`src/rtl/sort_job_ctrl_arb.sv`:
```
// Two-requester round-robin arbiter for the sort job controller.
// A lone valid requester always wins. On a tie the grant goes to whichever
// requester did not win the previous handshake. After reset, last_grant is 1,
// so requester 0 wins the first tie.
module rr_arb2 (
    input  logic       clk,
    input  logic       rst_n,
    input  logic [1:0] valid,
    input  logic       hs,
    output logic [1:0] grant
);

    logic last_grant;

    // One-hot grant from the current valids and the previous winner.
    always_comb begin
        grant = 2'b00;
        case (valid)
            2'b01:   grant = 2'b01;
            2'b10:   grant = 2'b10;
            2'b11:   grant = last_grant ? 2'b01 : 2'b10;
            default: grant = 2'b00;
        endcase
    end

    // Remember the winner, but only when a job is actually taken.
    always_ff @(posedge clk or negedge rst_n) begin
        if (!rst_n) begin
            last_grant <= 1'b1;
        end else if (hs) begin
            last_grant <= grant[1];
        end
    end

endmodule

```
`src/rtl/sort_job_ctrl.sv`:
```
// Shares one odd-even sorter between two requesters. Each accepted job holds
// the sorter enabled for SORT_CYCLES cycles on a latched vector. The sorter's
// max output is then captured and returned with the requester id.
//
// Handshakes: a transfer happens on a rising edge where valid and ready are
// both high. A valid must stay asserted, with stable data, until that edge.
// ready may depend combinationally on valid; valid never depends on ready.
`ifndef ARRAYWIDTH
`define ARRAYWIDTH 4
`endif
`ifndef OUTPUT_BUF_DATASIZE
`define OUTPUT_BUF_DATASIZE 8
`endif

module sort_job_ctrl #(
    parameter int ARRAYWIDTH  = `ARRAYWIDTH,
    parameter int DW          = `OUTPUT_BUF_DATASIZE,
    parameter int SORT_CYCLES = ARRAYWIDTH + 2
) (
    input  logic                     clk,
    input  logic                     rst_n,
    input  logic                     req0_valid,
    output logic                     req0_ready,
    input  logic [ARRAYWIDTH*DW-1:0] req0_data,
    input  logic                     req1_valid,
    output logic                     req1_ready,
    input  logic [ARRAYWIDTH*DW-1:0] req1_data,
    output logic                     sort_en,
    output logic [ARRAYWIDTH*DW-1:0] sort_in,
    input  logic [DW-1:0]            sort_max,
    output logic                     rsp_valid,
    input  logic                     rsp_ready,
    output logic [DW-1:0]            rsp_data,
    output logic                     rsp_id,
    output logic                     busy
);

    localparam int             CW       = $clog2(SORT_CYCLES + 1);
    localparam logic [CW-1:0]  CNT_LAST = CW'(SORT_CYCLES - 1);

    localparam logic [1:0] S_IDLE = 2'd0;
    localparam logic [1:0] S_RUN  = 2'd1;
    localparam logic [1:0] S_RESP = 2'd2;

    logic [1:0]    state;
    logic [CW-1:0] cnt;
    logic [1:0]    grant;
    logic          hs;

    // A job is taken whenever the controller is idle and somebody is granted.
    assign hs         = (state == S_IDLE) && (grant != 2'b00);
    assign req0_ready = (state == S_IDLE) && grant[0];
    assign req1_ready = (state == S_IDLE) && grant[1];
    assign sort_en    = (state == S_RUN);
    assign busy       = (state != S_IDLE);

    rr_arb2 u_arb (
        .clk   (clk),
        .rst_n (rst_n),
        .valid ({req1_valid, req0_valid}),
        .hs    (hs),
        .grant (grant)
    );

    // Job sequencing: latch vector, run the sorter, hold the result until taken.
    always_ff @(posedge clk or negedge rst_n) begin
        if (!rst_n) begin
            state     <= S_IDLE;
            cnt       <= '0;
            sort_in   <= '0;
            rsp_valid <= 1'b0;
            rsp_data  <= '0;
            rsp_id    <= 1'b0;
        end else begin
            case (state)
                S_IDLE: begin
                    if (hs) begin
                        sort_in <= grant[1] ? req1_data : req0_data;
                        rsp_id  <= grant[1];
                        cnt     <= '0;
                        state   <= S_RUN;
                    end
                end
                S_RUN: begin
                    // The counter stops at its last value, so it never wraps.
                    if (cnt == CNT_LAST) begin
                        rsp_data  <= sort_max;
                        rsp_valid <= 1'b1;
                        state     <= S_RESP;
                    end else begin
                        cnt <= cnt + 1'b1;
                    end
                end
                S_RESP: begin
                    if (rsp_ready) begin
                        rsp_valid <= 1'b0;
                        state     <= S_IDLE;
                    end
                end
                default: state <= S_IDLE;
            endcase
        end
    end

endmodule
```
`config.mk`:
```
export PLATFORM = sky130hd
export DESIGN_NAME = sort_job_ctrl
export DESIGN_NICKNAME = d
export VERILOG_FILES = /design/src/rtl/sort_job_ctrl_arb.sv /design/src/rtl/sort_job_ctrl.sv
export SDC_FILE = /design/constraint.sdc
export NUM_CORES = 1
export LEC_CHECK = 0
export ABC_AREA = 1
export CORE_UTILIZATION = 25
export DETAILED_ROUTE_END_ITERATION = 16
export SETUP_SLACK_MARGIN = 0.02
export SLEW_MARGIN = 15
export SYNTH_ARGS = -nofsm -noshare
export SYNTH_HDL_FRONTEND = slang
export SYNTH_SLANG_ARGS = --single-unit
export TNS_END_PERCENT = 30
```
`constraint.sdc`:
```
create_clock -name clk -period 1.25 [get_ports clk]
set_input_delay 0.25 -clock clk [delete_from_list [all_inputs] [get_ports clk]]
set_output_delay 0.25 -clock clk [all_outputs]
set_load 0.005 [all_outputs]
```
# Word level (Yosys, flattened, before mapping)
# Cells that the tools add are included.
# Widths: inputs -> output; s select.
op_classes:
  addsub: 1
  n_eq_ne: 10
  muxes: 13
  n_reduce_logical: 13
op_table:
  columns: ["cell", "n"]
  rows:
  - ["$mux 32", 1]
  - ["$pmux 2 s3", 2]
  - ["$reduce_and 3->1", 3]
  - ["$mux 2", 4]
  - ["$reduce_bool 2->1", 4]
  - ["$eq 2x2->1 const B", 3]
  - ["$mux 3", 2]
  - ["$ne 2x2->1 const B", 3]
  - ["$pmux 3 s2", 1]
  - ["$eq 2x1->1 const B", 2]
  - ["$reduce_and 2->1", 2]
  - ["$add 3x1->3 const B", 1]
  - ["$eq 3x3->1 const B", 1]
  - ["$logic_and 1x1->1", 3]
  - ["$logic_not 2->1", 1]
  - ["$mux 1", 2]
  - ["$ne 2x1->1 const B", 1]
  - ["$pmux 1 s2", 1]
totals:
  reg_bits: 48
  input_bits: 77
  out_inout_bits: 46
  wordCells: 44

# Logic depth before layout (Yosys ltp)
depth:
  word_depth: 6
  depth_mapped: 8
  depth_no_buf: 8

# Modules after synthesis
# Synthesis repeated with hierarchy kept, for this count alone.
hier_totals:
  hier_cells: 309
  area_unflattened_um2: 2483.6
by_module_without_submodules:
  columns: ["module", "instances", "cells_per_inst", "area_each_um2", "seq_area_each_um2"]
  rows:
  - ["sort_job_ctrl", 1, 300, 2419.8, 1176.1]
  - ["rr_arb2", 1, 9, 63.8, 26.3]

# Least setup slack after synthesis
# Ideal clock, no wire load.
synth_timing:
  path_kind: "register -> register"
  from: "register state[0]"
  to: "register sort_in[0]"
  setup_time_ns: 0.118
  t_arrival_ns: 1.243
  path_slack_ns: -0.111
  stages_incl_launch_ff: 9
  path_buffers: 1
  synth_period_minus_slack_ns: 1.361
  path_cell_list: "dfrtp_1 > inv_1 > ha_1 > inv_1 > nor2_8 > inv_4 > buf_4 > nand2_1 > nand2_1"
synth_between:
  elab_chain_cells: 3
synth_rtl:
  columns: ["element", "line", "text"]
  rows:
  - ["start: declaration", "sort_job_ctrl.sv:45", "logic [1:0] state;"]
  - ["start signal: assignment", "sort_job_ctrl.sv:68", "state <= S_IDLE;"]
  - ["start signal: assignment", "sort_job_ctrl.sv:81", "state <= S_RUN;"]
  - ["start signal: assignment", "sort_job_ctrl.sv:89", "state <= S_RESP;"]
  - ["$logic_not 2->1 *", "sort_job_ctrl.sv:51, sort_job_ctrl.sv:75", null]
  - ["$logic_and 1x1->1", "sort_job_ctrl.sv:51", "assign hs = (state == S_IDLE) && (grant != 2'b00);"]
  - ["$reduce_and 2->1 (no source line) *", null, null]
  - ["end signal: assignment", "sort_job_ctrl.sv:78", "sort_in <= grant[1] ? req1_data : req0_data;"]
  - ["end: declaration", "sort_job_ctrl.sv:29", "output logic [ARRAYWIDTH*DW-1:0] sort_in,"]
# Every way passes the cells marked *; elsewhere a longest branch is shown, timed or not.
# A chain may end at the register's enable or synchronous reset.

# Final worst setup path
layout_timing:
  from: "register state[1]"
  to: "register sort_in[5]"
# The elaborated chain is that of the path after synthesis.

==> flow_summary.toml <==
[power]
ir_drop_v = 0.000774
p_leak_nw = 2.39
p_per_area_nw_per_um2 = 1840

[drt]
wirelength_met1_um = 3200
drc_errors = 0
route.met3.wl_um = 487
via_per_inst = 4.23
drtPass1Iterations = 4
wl_met2_um = 3970
post_drt_wl_per_cell_um = 11.8
drt-total-wl_um = 7710
drtIter0Drc = 42
vias = 2761
ant_nets = 0
top_layer = "met4"

[die]
core_sq_um = 10400
die_w_um = 106
rows = 37
initial_core_util_pct = 25.9
die-height_um = 106
dieArea_sq_um = 11200
io_pins = 123

[layout]
diodes = 0
layout-drive-gt1-share_pct = 14.3
fin_util_pct = 43.4
area_growth_pct = 67.5
final_nets = 598

[worst_setup_path]
regToRegStartpoint = "state[1]"
cp-startpoint = "state[1]"
r2r-end = "sort_in[5]"
start_kind = "flop"
setup.worst_path.end = "sort_in[5]"
crit_path_max_fanout = 5
worstPathCellList = "inv_2, buf_6, ha_4, inv_4, buf_6, buf_6, nor2_8, buf_6, clkbuf_16, nand3_1, nand2_1"
regToRegSetupSlack_ns = -0.32
crit_family = "buffers and inverters"
worstPathRequired_ns = 1.50
max_stage_delay_ns = 0.39
worst-setup-path-type = "flop to flop"
critPathBufInv = 7
reg2reg_depth = 11
crit_top_cell = "buf_6"
crit_path_end_kind = "flop"
worstPathArrival_ns = 1.81
path_depth = 11
crit_slowest_cell = "dfrtp_1"

[clocking]
cts.clk_slew.worst_paths_ns = 0.10
cts-root-buf = "clkbuf_8"
insertion_delay_ns = 0.30
cts_tree = "built"
cts.sinks = 48
htree_levels = 2
cts_made_buffers = 5
clockBufferDepth = 2

[grt]
grt_pass1_vias = 2712
grt.total_usage_pct = 13.4
grt_first_pass_wirelength_um = 12100
grt_overflow = 0
grt_max_degree = 49
antenna_found_initial = 0

[sta]
finalCriticalPeriod_ns = 1.57
tightest_slew_ns = 0.368
setup_viol = 51
finalHoldViolations = 0
worst_slack_ns = -0.318
fin_crit_sh_pct = 125
rsz0062_at_grt = "yes"
fmax_mhz = 638
maxSlewViolCount = 0
finClkSkew_ns = 0.0106
relSlewSlack_pct = 75.4

[synth]
synth.avg_cell_area_sq_um = 7.22
synth_edf_count = 0
yosys.cell_count.top_type = "nand2_1"
syn-instance-count = 372
yosys-top-cells-area = "dfrtp_1 44%, nand2_1 18%, nand3_1 13%"
synthDominantCellAreaShare_pct = 43.8
synth_seq_area_share_pct = 44.8
ys_ff_latch = 48
synth_cell_types = 20
synth_top_cell_by_area = "dfrtp_1"
synth.cells.most_frequent = "131 x nand2_1, 82 x inv_1, 68 x nand3_1"
syn_area_sq_um = 2690
synth_flop_cell = "dfrtp_1"
yosysWarnings = 0
async_reset_ff_share_pct = 100
synth_fp_nets = 454

[status]
status = "finished with violations"
failed_checks = "negative setup slack"

[placement]
place.gp.congestion = 0.760
pre_cts_ws_ns = -0.692
io_buffers = 122
hpwl_um = 5280

[worst_hold_path]
min_path_type = "primary input to asynchronous set/reset pin"

[run]
maxCapViolCount = 0
cell type report:
type / instances / area [sq um]
repair inverters: 1 / 8.76
well taps: 136 / 170
fillers: 1081 / 5870
flip-flops and latches: 48 / 1200
multi-input cells: 224 / 1140
clock inverters: 3 / 42.5
repair buffers: 153 / 1540
clock buffers: 5 / 68.8
inverters: 83 / 327
logic make-up (layout without fill, tap and decap cells):
group	count (synthesis)	in the layout	share of synthesized area [%]
buffers and inverters	100	245	16.7
XOR/XNOR	1	1	0.326
AND/OR/NAND/NOR	209	209	34.2
AO/OA/AOI/OAI	9	9	1.68
flip-flops	48	48	44.8
adder cells (fa/ha/maj)	5	5	2.33
layer usage:
layer | global-route usage [%] | vias up
li1 | - | 1398
met5 | 0 | -
met4 | 2.68 | 0
met1 | 14.9 | 1276
met2 | 25.5 | 82
met3 | 3.65 | 5
metrics by stage:
stage | cells | hold WS, ns | setup TNS, ns | area, sq um | power, W
global route | 653 | 0.494 | -15.65 | 4500 | 0.00897
detailed placement | 630 | 0.261 | -19.04 | 4120 | 0.00670
floorplan | 372 | -0.0456 | -0.000658 | 2700 | 0.00450
finish | 653 | 0.470 | -11.26 | 4500 | 0.00828
global placement | 630 | 0.258 | -17.80 | 4120 | 0.00662
CTS | 646 | 0.458 | -10.02 | 4300 | 0.00775
timing repair:
action / 4_1_cts / 5_1_grt
setup buffers: 8 / 4
endpoints found under the hold margin: 47 / 0
hold buffers: 1 / 0
cloned: 0 / 3
pin swaps: 6 / 5
endpoints found under the setup margin: 94 / 82
resized for setup: 86 / 43
report_power, final:
part | internal, W | switching, W | total, W
Combinational | 0.00239 | 0.00212 | 0.00452
Clock | 0.000592 | 0.000526 | 0.00112
Sequential | 0.00226 | 0.000389 | 0.00265
registers in the layout, summed over array words and instances, names as in the netlist:
register and flops:
sort_in 32, rsp_data 8, cnt 3, state 2, rsp_id 1, rsp_valid 1, u_arb.last_grant 1
how the worst min path moves through the flow:
| stage | startpoint | end | slack, ns |
|---|---|---|---|
| 2_1_floorplan | rst_n | cnt[0] | -0.05 |
| 3_3_place_gp | rst_n | sort_in[29] | 0.26 |
| 3_5_place_dp | rst_n | sort_in[29] | 0.26 |
| 4_1_cts | rst_n | sort_in[29] | 0.46 |
| 5_1_grt | sort_max[6] | rsp_data[6] | 0.49 |
| 6_report | rst_n | sort_in[29] | 0.47 |
layout by cell type, fill, tap and decap left out, drive strengths merged, types with 6 or more instances in the layout:
cell type      instances
buf                   35
clkbuf                 6
clkdlybuf4s15         29
clkdlybuf4s50         74
dfrtp                 47
dlygate4sd2           13
inv                   84
nand2                132
nand3                 70
nor2                   6
o21ai                  9
worst reg2reg max path: cells and delay by family, from the launching register on:
kind	cells	cell delay (ns)
flops	1	0.39
simple gates	3	0.26
buf+inv	7	0.72
fa+ha+maj	1	0.15
(Power assumes the default switching activity.)
